===== src/rtl/sonar_pw_emulator.sv =====
// Avalon-MM programmable emulator of a sonar rangefinder pulse-width echo output.
// Define SONAR_EMU_NOISE_EN to add LFSR jitter (0..255 cycles) to each pulse's high time.
module sonar_pw_emulator #(
    parameter int unsigned CLKS_PER_INCH  = 7350,
    parameter int unsigned DEFAULT_PERIOD = 2450000
) (
    input  logic        clk,
    input  logic        reset,
    input  logic [1:0]  avs_address,
    input  logic        avs_read,
    output logic [31:0] avs_readdata,
    input  logic        avs_write,
    input  logic [31:0] avs_writedata,
    output logic        sonar_pw,
    output logic        frame_start
);
`ifdef SONAR_EMU_NOISE_EN
    localparam int unsigned NOISE_MAX = 255;
`else
    localparam int unsigned NOISE_MAX = 0;
`endif
    localparam int unsigned HIGH_MAX = 254 * CLKS_PER_INCH + NOISE_MAX;
    localparam int unsigned HW       = $clog2(HIGH_MAX + 1);
    localparam int unsigned DW       = 9;
    localparam int unsigned FW       = 32;
    localparam logic [DW-1:0] DIST_MIN = 9'd6;
    localparam logic [DW-1:0] DIST_MAX = 9'd254;

    typedef enum logic [1:0] {IDLE, HIGH, LOW} state_t;

    state_t        state;
    logic          ctrl_enable;
    logic          ctrl_oneshot;
    logic [DW-1:0] distance;
    logic [DW-1:0] shadow_distance;
    logic [31:0]   period;
    logic [31:0]   shadow_period;
    logic [15:0]   frame_count;
    logic [HW-1:0] high_cnt;
    logic [HW-1:0] high_cycles;
    logic [HW-1:0] high_last;
    logic [FW-1:0] frame_cnt;
    logic [FW-1:0] frame_min;
    logic [FW-1:0] frame_last;
    logic          wr_ctrl;
    logic          abort;
    logic          frame_done;
    logic          start_frame;
    logic [DW-1:0] dist_clamped;
    logic [31:0]   rd_mux;
`ifdef SONAR_EMU_NOISE_EN
    logic [15:0]   lfsr;
    logic [15:0]   lfsr_next;
    logic [7:0]    shadow_noise;
`endif

    // Frame timing derived from the per-frame shadows, plus register decode.
    always_comb begin
        wr_ctrl     = avs_write && (avs_address == 2'd0);
        abort       = wr_ctrl && !avs_writedata[0];
        high_cycles = HW'(shadow_distance) * HW'(CLKS_PER_INCH);
`ifdef SONAR_EMU_NOISE_EN
        high_cycles = high_cycles + HW'(shadow_noise);
        lfsr_next   = {lfsr[14:0], lfsr[15] ^ lfsr[13] ^ lfsr[12] ^ lfsr[10]};
`endif
        high_last   = high_cycles - HW'(1);
        frame_min   = FW'(high_cycles) + FW'(1);
        frame_last  = ((shadow_period > frame_min) ? shadow_period : frame_min) - FW'(1);
        frame_done  = (state == LOW) && (frame_cnt >= frame_last);
        start_frame = !abort && (((state == IDLE) && ctrl_enable) ||
                                 (frame_done && !ctrl_oneshot));

        if (avs_writedata < 32'd6) begin
            dist_clamped = DIST_MIN;
        end else if (avs_writedata > 32'd254) begin
            dist_clamped = DIST_MAX;
        end else begin
            dist_clamped = avs_writedata[DW-1:0];
        end

        case (avs_address)
            2'd0:    rd_mux = {30'd0, ctrl_oneshot, ctrl_enable};
            2'd1:    rd_mux = {23'd0, distance};
            2'd2:    rd_mux = period;
            default: rd_mux = {frame_count, 15'd0, (state != IDLE)};
        endcase
    end

    always_ff @(posedge clk) begin
        if (reset) begin
            state           <= IDLE;
            sonar_pw        <= 1'b0;
            frame_start     <= 1'b0;
            avs_readdata    <= '0;
            ctrl_enable     <= 1'b0;
            ctrl_oneshot    <= 1'b0;
            distance        <= DIST_MIN;
            period          <= 32'(DEFAULT_PERIOD);
            frame_count     <= '0;
            shadow_distance <= '0;
            shadow_period   <= '0;
            high_cnt        <= '0;
            frame_cnt       <= '0;
`ifdef SONAR_EMU_NOISE_EN
            lfsr            <= 16'hACE1;
            shadow_noise    <= '0;
`endif
        end else begin
            frame_start <= 1'b0;
            if (abort) begin
                state    <= IDLE;
                sonar_pw <= 1'b0;
            end else if (start_frame) begin
                state           <= HIGH;
                sonar_pw        <= 1'b1;
                frame_start     <= 1'b1;
                frame_count     <= frame_count + 16'd1;
                shadow_distance <= distance;
                shadow_period   <= period;
                high_cnt        <= '0;
                frame_cnt       <= '0;
`ifdef SONAR_EMU_NOISE_EN
                lfsr            <= lfsr_next;
                shadow_noise    <= lfsr_next[7:0];
`endif
            end else begin
                case (state)
                    HIGH: begin
                        frame_cnt <= frame_cnt + FW'(1);
                        if (high_cnt == high_last) begin
                            state    <= LOW;
                            sonar_pw <= 1'b0;
                        end else begin
                            high_cnt <= high_cnt + HW'(1);
                        end
                    end
                    LOW: begin
                        // Reaching frame end here without a restart means one-shot mode.
                        if (frame_done) begin
                            state        <= IDLE;
                            ctrl_enable  <= 1'b0;
                            ctrl_oneshot <= 1'b0;
                        end else begin
                            frame_cnt <= frame_cnt + FW'(1);
                        end
                    end
                    default: ;
                endcase
            end

            if (avs_write) begin
                case (avs_address)
                    2'd0: begin
                        ctrl_enable  <= avs_writedata[0];
                        ctrl_oneshot <= avs_writedata[1];
                    end
                    2'd1:    distance <= dist_clamped;
                    2'd2:    period   <= avs_writedata;
                    default: ;
                endcase
            end

            avs_readdata <= avs_read ? rd_mux : '0;
        end
    end
endmodule


===== config.mk =====
export PLATFORM = sky130hd
export DESIGN_NAME = sonar_pw_emulator
export DESIGN_NICKNAME = d
export VERILOG_FILES = /design/src/rtl/sonar_pw_emulator.sv
export SDC_FILE = /design/constraint.sdc
export NUM_CORES = 1
export LEC_CHECK = 0
export ABC_AREA = 1
export BUFFER_PORTS_ARGS = -buffer_cell sky130_fd_sc_hd__buf_2
export CAP_MARGIN = 20
export CORE_MARGIN = 2
export CORE_UTILIZATION = 48
export CTS_BUF_LIST = sky130_fd_sc_hd__clkbuf_4
export DETAILED_ROUTE_END_ITERATION = 7
export GPL_ROUTABILITY_DRIVEN = 0
export PLACE_DENSITY_LB_ADDON = 0.25
export SLEW_MARGIN = 0
export SYNTH_ARGS = -nofsm -noshare
export SYNTH_HDL_FRONTEND = slang
export SYNTH_SLANG_ARGS = --single-unit

===== constraint.sdc =====
create_clock -name clk -period 14.59 [get_ports clk]
set_input_delay 0.7295 -clock clk [delete_from_list [all_inputs] [get_ports clk]]
set_output_delay 0.7295 -clock clk [all_outputs]
set_load 0.1 [all_outputs]

## Word-level counts from Yosys, hierarchy flattened

Index checks and enable logic that the tools add are counted.

- Flip-flop bits (word level): 189
- Bits in latches: 0
- Bits in writable memories: 0
- Bits in read-only memories: 0
- Input port bits: 38
- Output and inout port bits: 34
- Logic and storage cells: 96
- Memories kept: 0

- Add/subtract/negate cells: 6
- Multiply operators: 1
- Divide/modulo/power cells: 0
- Order comparisons: 4
- Equal/unequal tests: 11
- Shift-type cells: 0
- Mux-type cells: 30
- Bitwise gates (word level): 2
- Reductions and logical operators: 28

Operators by type and width:

| cell | number |
|---|---|
| $mux W32 | 3 |
| $pmux W32 S3 | 1 |
| $pmux W32 S2 | 1 |
| $mux W21 | 3 |
| $add A32 B1 Y32 const B | 1 |
| $ge A32 B32 Y1 | 1 |
| $gt A32 B22 Y1 | 1 |
| $gt A32 B8 Y1 const B | 1 |
| $lt A32 B3 Y1 const B | 1 |
| $sub A32 B1 Y32 const B | 1 |
| $add A21 B1 Y22 const B | 1 |
| $add A21 B1 Y21 const B | 1 |
| $eq A21 B21 Y1 | 1 |
| $sub A21 B1 Y21 const B | 1 |
| $mul A9 B12 Y20 const B | 1 |
| $mux W9 | 2 |
| $mux W1 | 17 |
| $add A16 B1 Y16 const B | 1 |
| $reduce_and A3 Y1 | 4 |
| $ne A3 B3 Y1 const B | 3 |
| $reduce_and A2 Y1 | 4 |
| $reduce_bool A2 Y1 | 4 |
| $logic_and A1 B1 Y1 | 6 |
| $ne A2 B2 Y1 const B | 3 |
| other kinds (11) | 19 |

## Longest topological paths before layout

Gate-level depths: netlist (run 1).

- Word-level depth: 14
- Depth in mapped cells: 57
- Mapped depth without buffers: 55

## Worst setup path before layout (run 1)

No wires, ideal clock.

- Kind: register to register
- Start: reg shadow_distance[7]
- End: reg shadow_period[16]
- Setup time: 128 ps
- Arrival time: 7983 ps
- Required time: 14462 ps
- Slack: 6478 ps
- Stages on the path, launching flop included: 53
- Buffers on the path: 4
- Period minus slack after synthesis: 8112 ps
- Cells stage by stage: dfxtp_1 > inv_1 > ha_1 > fa_1 > inv_1 > fa_1 > inv_1 > fa_1 > inv_1 > ha_1 > nand2_1 > inv_1 > nand3b_1 > nand2_2 > nand2_1 > nand2_1 > xor2_1 > inv_1 > (+17 left out) > nand2_1 > nand2_1 > ha_1 > nand2_1 > nor2_1 > a211oi_1 > nor2_1 > or2_2 > a21oi_1 > o21ai_0 > nand2_1 > or2_2 > nand2_1 > nand2_1 > clkbuf_1 > clkbuf_1 > buf_1 > a21oi_1

- Longest elaborated chain between the ends: 11

RTL lines:

| item | line | text |
|---|---|---|
| start: declaration | 35 | `logic [DW-1:0] shadow_distance;` |
| start signal: assignment | 118 | `shadow_distance <= distance;` |
| $mul A9 B12 Y20 (*) | 61 | `high_cycles = HW'(shadow_distance) * HW'(CLKS_PER_INCH);` |
| $add A21 B1 Y22 (*) | 67 | `frame_min = FW'(high_cycles) + FW'(1);` |
| $gt A32 B22 Y1 | 68 | `frame_last = ((shadow_period > frame_min) ? shadow_period : frame_min) - FW'(1);` |
| $mux W32 (*) | 68 |  |
| $sub A32 B1 Y32 (*) | 68 |  |
| $ge A32 B32 Y1 (*) | 69 | `frame_done = (state == LOW) && (frame_cnt >= frame_last);` |
| $logic_and A1 B1 Y1 (*) | 69 |  |
| $logic_and A1 B1 Y1 (*) | 71 | `(frame_done && !ctrl_oneshot));` |
| $logic_or A1 B1 Y1 (*) | 70 | `start_frame = !abort && (((state == IDLE) && ctrl_enable) \|\|` |
| $logic_and A1 B1 Y1 (*) | 70 |  |
| $reduce_and A2 Y1 (no line) (*) | - |  |
| end signal: assignment | 119 | `shadow_period <= period;` |
| end: declaration | 37 | `logic [31:0] shadow_period;` |

Mark *: on every way between the ends. The rest lies on a longest branch, timed or not.
A chain may end at the register's enable or synchronous reset.

## Worst setup path in the final report (run 1)

- Start: reg shadow_distance[0]
- End: reg shadow_distance[7]

- Longest elaborated chain between the ends: 11

RTL lines:

| item | line |
|---|---|
| $mul A9 B12 Y20 (*) | 61 |
| $add A21 B1 Y22 (*) | 67 |
| $gt A32 B22 Y1 | 68 |
| $mux W32 (*) | 68 |
| $sub A32 B1 Y32 (*) | 68 |
| $ge A32 B32 Y1 (*) | 69 |
| $logic_and A1 B1 Y1 (*) | 69 |
| $logic_and A1 B1 Y1 (*) | 71 |
| $logic_or A1 B1 Y1 (*) | 70 |
| $logic_and A1 B1 Y1 (*) | 70 |
| $reduce_and A2 Y1 (no line) (*) | - |

Marks and branches as above.

==> results of run 1 <==
==> kinds of logic (layout without fill, tap and decap cells) <==
group | count (synthesis) | in the layout | share of synthesized area
flip-flops | 189 | 189 | 0.270
other | 0 | 1 | 0
AO/OA/AOI/OAI | 289 | 289 | 0.109
XOR/XNOR | 99 | 99 | 0.0640
adder cells (fa/ha/maj) | 142 | 142 | 0.145
AND/OR/NAND/NOR | 958 | 958 | 0.309
buffers and inverters | 374 | 417 | 0.103
==> state kept, by name, summed over array words and instances (netlist names) <==
name / cells
avs_readdata: 32
frame_cnt: 32
period: 32
shadow_period: 32
high_cnt: 21
frame_count: 16
distance: 9
shadow_distance: 9
state: 2
ctrl_enable: 1
ctrl_oneshot: 1
frame_start: 1
sonar_pw: 1
==> final cells by class <==
type / count / area (um2)
Multi-Input combinational cell: 1488 / 8800
Timing Repair Buffer: 79 / 443
Clock buffer: 17 / 128
Tap cell: 384 / 480
Antenna cell: 1 / 2.50
Inverter: 306 / 1150
Clock inverter: 15 / 204
Fill cell: 2923 / 13700
Sequential cell: 189 / 3780
==> per-stage QoR <==
stage | hold slack [ns] | utilization
floorplan | 0.423 | -
global placement | 0.448 | 0.509
detailed placement | 0.451 | 0.509
CTS | 0.278 | 0.521
global route | 0.299 | 0.522
finish | 0.304 | 0.522
==> power breakdown <==
group | switching [uW] | total [uW] | leakage, uW | internal (uW)
registers | 11.8 | 542 | 0.00153 | 530
logic | 327 | 475 | 0.00519 | 148
clock network | 240 | 328 | 0.000170 | 88.0
total | 578 | 1350 | 0.00689 | 767
==> layer usage <==
layer / GRT usage / wire length, um
met1: 0.355 / 18000
met2: 0.442 / 18100
met3: 0.0342 / 2290
met4: 0.0688 / 773
met5: 0 / 0
==> final timing paths <==
| path | from | depth (start not counted) | slack, ns | to |
|---|---|---|---|---|
| hold / removal | avs_writedata[19] | 3 | 0.30 | period[19]$_SDFFE_PP0P_ |
| setup / recovery | shadow_distance[0]$_SDFFE_PP0P_ | 46 | 3.68 | shadow_distance[7]$_SDFFE_PP0P_ |
| hold reg to reg | period[3]$_SDFFE_PP0P_ | 2 | 0.47 | shadow_period[3]$_SDFFE_PP0P_ |
| setup reg to reg | shadow_distance[0]$_SDFFE_PP0P_ | 46 | 3.68 | shadow_distance[7]$_SDFFE_PP0P_ |
==> placed cells by master (no fill, tap or decap), types with 4 or more instances in the layout <==
| cell type | Yosys | final |
|---|---|---|
| nor2_4 | 10 | 10 |
| dfxtp_1 | 189 | 189 |
| inv_2 | 9 | 9 |
| nand3b_1 | 5 | 5 |
| buf_4 | 2 | 6 |
| inv_1 | 296 | 296 |
| o21ai_0 | 86 | 86 |
| nor4_1 | 12 | 12 |
| nand4_1 | 62 | 62 |
| a21oi_1 | 169 | 168 |
| nand3_1 | 138 | 138 |
| inv_8 | 0 | 4 |
| nor2_2 | 16 | 16 |
| a211oi_1 | 4 | 4 |
| nand2_1 | 459 | 458 |
| buf_2 | 7 | 71 |
| o22ai_1 | 9 | 9 |
| xnor2_1 | 29 | 29 |
| clkinv_8 | 0 | 4 |
| nand3_2 | 7 | 7 |
| ha_1 | 108 | 108 |
| nor3_1 | 50 | 50 |
| nand2_2 | 21 | 22 |
| fa_1 | 34 | 34 |
| o211ai_1 | 8 | 8 |
| nor2_1 | 162 | 162 |
| xor2_1 | 66 | 66 |
| clkbuf_4 | 0 | 17 |
==> worst min-delay path, stage by stage <==
cell	delay [ns]
buf_2	0.09
nor2_1	0.04
nor2_1	0.08
==> out/results.txt, run 1 <==
area share of the largest cell type after synthesis = 0.270
Hold Buf Count CTS = 0
minimum clock period = 10.91 ns
Main synth FF type = dfxtp_1
CTS root buffer = clkbuf_4
final instance area = 0.0150 mm2
Initial Utilization = 0.489
post-synth top area cell = dfxtp_1
FMAX = 0.0917 GHz
TritonCTS clock tree = done
Post-Syn Nets = 2231
Synth async-reset ratio = 0
Total Power = 1350 uW
wire per inst = 15.8 um
CP top delay family = simple AND/OR/NAND/NOR gates
unrepaired setup endpoints after global routing = false
fin nets = 2261
fin crit share = 0.748
total global-route track usage = 0.262
wire length of the first global-routing pass = 65200 um
Clock Latency Late Sink = 0.65 ns
P_leak = 0.00689 uW
worst slack at placement = 3.23 ns
H-tree lvl count = 4
CP Capture Type = flop
die width = 175 um
initial antenna violation count = 1
# setup viols final = 0
Post-DRT Antenna Nets = 0
Mapped Area = 0.0140 mm2
Final Skew = 0.0402 ns
crit path buf inv count = 7
worst-path maximum fanout = 22
post-synthesis cell count = 2051
slowest CP cell = nor2_1
worst vdd ir = 0.0616 mV
Seq/Total Area, Yosys = 0.270
CTS buffer count = 17
HP Class = in2reg
placed cells = 2444
vias in the first global route = 12900
Synth Warn # = 0
DRT iter0 DRCs = 1182
Total Routed Length = 39200 um
setup bufs post-CTS = 0
Final HPWL DP = 30500 um
placed cell area = 0.0146 mm2
share of cells above drive strength 1 = 0.0912
Synth cell types = 48
# DRC = 0
run status = complete, no violations
TNS Setup = 0 ns
total number of vias = 13400
Die ar. = 0.0306 mm2
endpoints failing hold = 0
global route total overflow = 0
io pins = 72
power per cell area = 89.7 mW/mm2
Crit Path Class = reg2reg
WP data arrival = 11.47 ns
most common cell in the netlist = nand2_1
Die Y = 175 um
final worst slack = 3.68 ns
pin count of the biggest net entering global routing = 81
Crit path largest cell delay = 0.78 ns
Yosys reg bits = 189
Post-synth EDFFs = 0
Worst setup SP type = flop
Max Transition Viols Final = 0
clk buf depth = 2
Area Overhead vs Synth = 6.91%
floorplan row count = 62
clk sinks = 189
final cell count without fillers = 2479
Max Cap Violations = 0
Port Buffer Count = 71
via/cell ratio = 5.43
relative max-transition margin = 0.275
Synth top cells by count = nand2_1, inv_1, dfxtp_1
Mapped Avg Cell Area = 6.84 um2
CTS clk-pin slew, worst paths = 0.20 ns
post-CTS sizing = 0
cells taking the most area after synthesis = dfxtp_1, nand2_1, ha_1
Required @ worst endpoint = 15.15 ns
core area = 0.0287 mm2
1st-pass router iterations = 6
worst-margin pin slew = 1.08 ns
No activity file was read; power rests on OpenSTA's default activity.
==> inputs of run 2 (changes only) <==
- clock period: 14.59 -> 11.05 ns (I/O delays scaled with it)
==> run 2 against run 1 <==
  * Routed wire length shrank 0.42%
  * Register-to-register slack lost 2.8 ns
  * Final area grew 0.26%
  * Hold slack lost 0.14 ns
  * Sequential power grew 32%
  * Die area is the same
  * Setup slack lost 2.8 ns
  * Core utilization grew 0.14 points
==> out/results.txt, run 2 (synthesis gave the netlist of run 1 again) <==
run status = complete, no violations
TNS Setup = 0 ns
Crit. path cell count = 50
M2 GR Usage = 0.421
Area Overhead vs Synth = 7.19%
met1 Resource Use GR = 0.359
TritonCTS clock tree = done
fin nets = 2264
vias in the first global route = 12600
Clock power frac = 0.256
setup bufs post-CTS = 0
r2r setup slk = 0.85 ns
Reg area = 0.00378 mm2
Max Transition Viols Final = 0
power per cell area = 119 mW/mm2
H-tree lvl count = 4
worst hold start = avs_writedata[23]
Initial Utilization = 0.489
crit path to = frame_cnt[27]$_SDFFE_PP0P_
# DRC = 0
Die ar. = 0.0306 mm2
FMAX = 0.0980 GHz
Post-DRT Antenna Nets = 0
Crit Path Class = reg2reg
Max Cap Violations = 0
worst-path maximum fanout = 21
final instance area = 0.0150 mm2
floorplan row count = 62
CTS clk-pin slew, worst paths = 0.23 ns
total number of vias = 13400
CTS root buffer = clkbuf_4
P_leak = 0.00690 uW
combinational power share = 0.345
# setup viols final = 0
worst-margin pin slew = 1.00 ns
share of cells above drive strength 1 = 0.0944
relative max-transition margin = 0.332
most used cell, CP = nand2_1
CP Capture Type = flop
core area = 0.0287 mm2
unrepaired setup endpoints after global routing = false
R2R Path End = frame_cnt[27]$_SDFFE_PP0P_
P_int = 1020 uW
Final HPWL DP = 30200 um
WP data arrival = 10.70 ns
worst vdd ir = 0.0930 mV
placed cell area = 0.0146 mm2
Total Routed Length = 39000 um
io pins = 72
1st-pass router iterations = 5
most common cell after layout, fill and taps aside = nand2_1
initial antenna violation count = 1
commonest non-fill, non-tap cells in the layout = nand2_1, inv_1, dfxtp_1
switching part of the total = 0.431
minimum clock period = 10.20 ns
die width = 175 um
fin crit share = 0.923
via/cell ratio = 5.41
Switch Pwr = 775 uW
worst reg2reg path startpoint = shadow_distance[7]$_SDFFE_PP0P_
crit path buf inv count = 11
footprint of the multi-input gates = 0.00881 mm2
global route total overflow = 0
clk buf depth = 2
wire length of the first global-routing pass = 64000 um
r2r worst-path depth = 50
CTS buffer count = 17
CP top delay family = simple AND/OR/NAND/NOR gates
total global-route track usage = 0.258
busiest grt layer = met2
Final Skew = 0.0423 ns
slowest CP cell = dfxtp_1
clk sinks = 189
HP Class = in2reg
endpoints failing hold = 0
Required @ worst endpoint = 11.54 ns
DRT iter0 DRCs = 1072
Crit path largest cell delay = 0.58 ns
Port Buffer Count = 71
Clock Latency Late Sink = 0.61 ns
CP Launch Point = shadow_distance[7]$_SDFFE_PP0P_
Die Y = 175 um
M3 GR Usage = 0.0276
# fillers = 2855
pin count of the biggest net entering global routing = 101
Flop pwr share = 0.399
wire per inst = 15.7 um
Worst setup SP type = flop
run 2: worst register-to-register path: cells and delay by family, from the launching register on:
| family | cells | cell delay [ns] |
|---|---|---|
| and+or+nand+nor | 27 | 4.09 |
| adders and majority gates | 7 | 2.98 |
| buffers and inverters | 11 | 1.58 |
| DFF | 1 | 0.58 |
| AOI/OAI and AO/OA | 4 | 0.54 |
| xor gates and xnor gates | 1 | 0.34 |
run 2: metal layers:
metal,up-vias,share of wire
met5,-,0
met4,0,0.024
met2,457,0.45
li1,6697,-
met1,6197,0.47
met3,82,0.056
run 2: worst min path at each step:
stage / to / slack (ns) / cells past startpoint
after floorplan: avs_readdata[15]$_SDFF_PP0_ / 0.42 / 2
after global placement: distance[8]$_SDFFE_PP0P_ / 0.45 / 2
after detailed placement: distance[8]$_SDFFE_PP0P_ / 0.45 / 2
after CTS: period[23]$_SDFFE_PP0P_ / 0.12 / 3
after global routing: period[22]$_SDFFE_PP0P_ / 0.14 / 3
final: period[23]$_SDFFE_PP0P_ / 0.16 / 3
run 2: repair_timing:
action | 4_1_cts | 5_1_grt
setup endpoints to repair | 0 | 41
hold buffers | 0 | 0
resized for setup | 0 | 6
run 2: power by group through the flow:
stage	registers [uW]	logic [uW]	clock network (uW)
6_report	717	620	459
5_1_grt	719	695	487
4_1_cts	716	613	466
3_5_place_dp	730	610	0
3_3_place_gp	730	598	0
2_1_floorplan	738	475	0
run 2: final cells by class:
cell class | count | share of cell area
clock buffers | 17 | 0.00849
diodes | 1 | 0.000166
well taps | 384 | 0.0320
repair inverters | 1 | 0.000499
clock inverters | 15 | 0.0151
repair buffers | 81 | 0.0292
inverters | 306 | 0.0767
flip-flops and latches | 189 | 0.252
multi-input cells | 1488 | 0.586
run 2: metrics by stage:
step	total power [uW]	hold slack [ns]	utilization	instances	setup WS (ns)
5_1_grt	1900	0.142	0.524	2482	0.0555
4_1_cts	1800	0.124	0.522	2478	0.505
3_5_place_dp	1340	0.449	0.510	2446	0.551
2_1_floorplan	1210	0.423	-	2051	2.94
3_3_place_gp	1330	0.452	0.510	2446	0.844
6_report	1800	0.160	0.524	2482	0.846
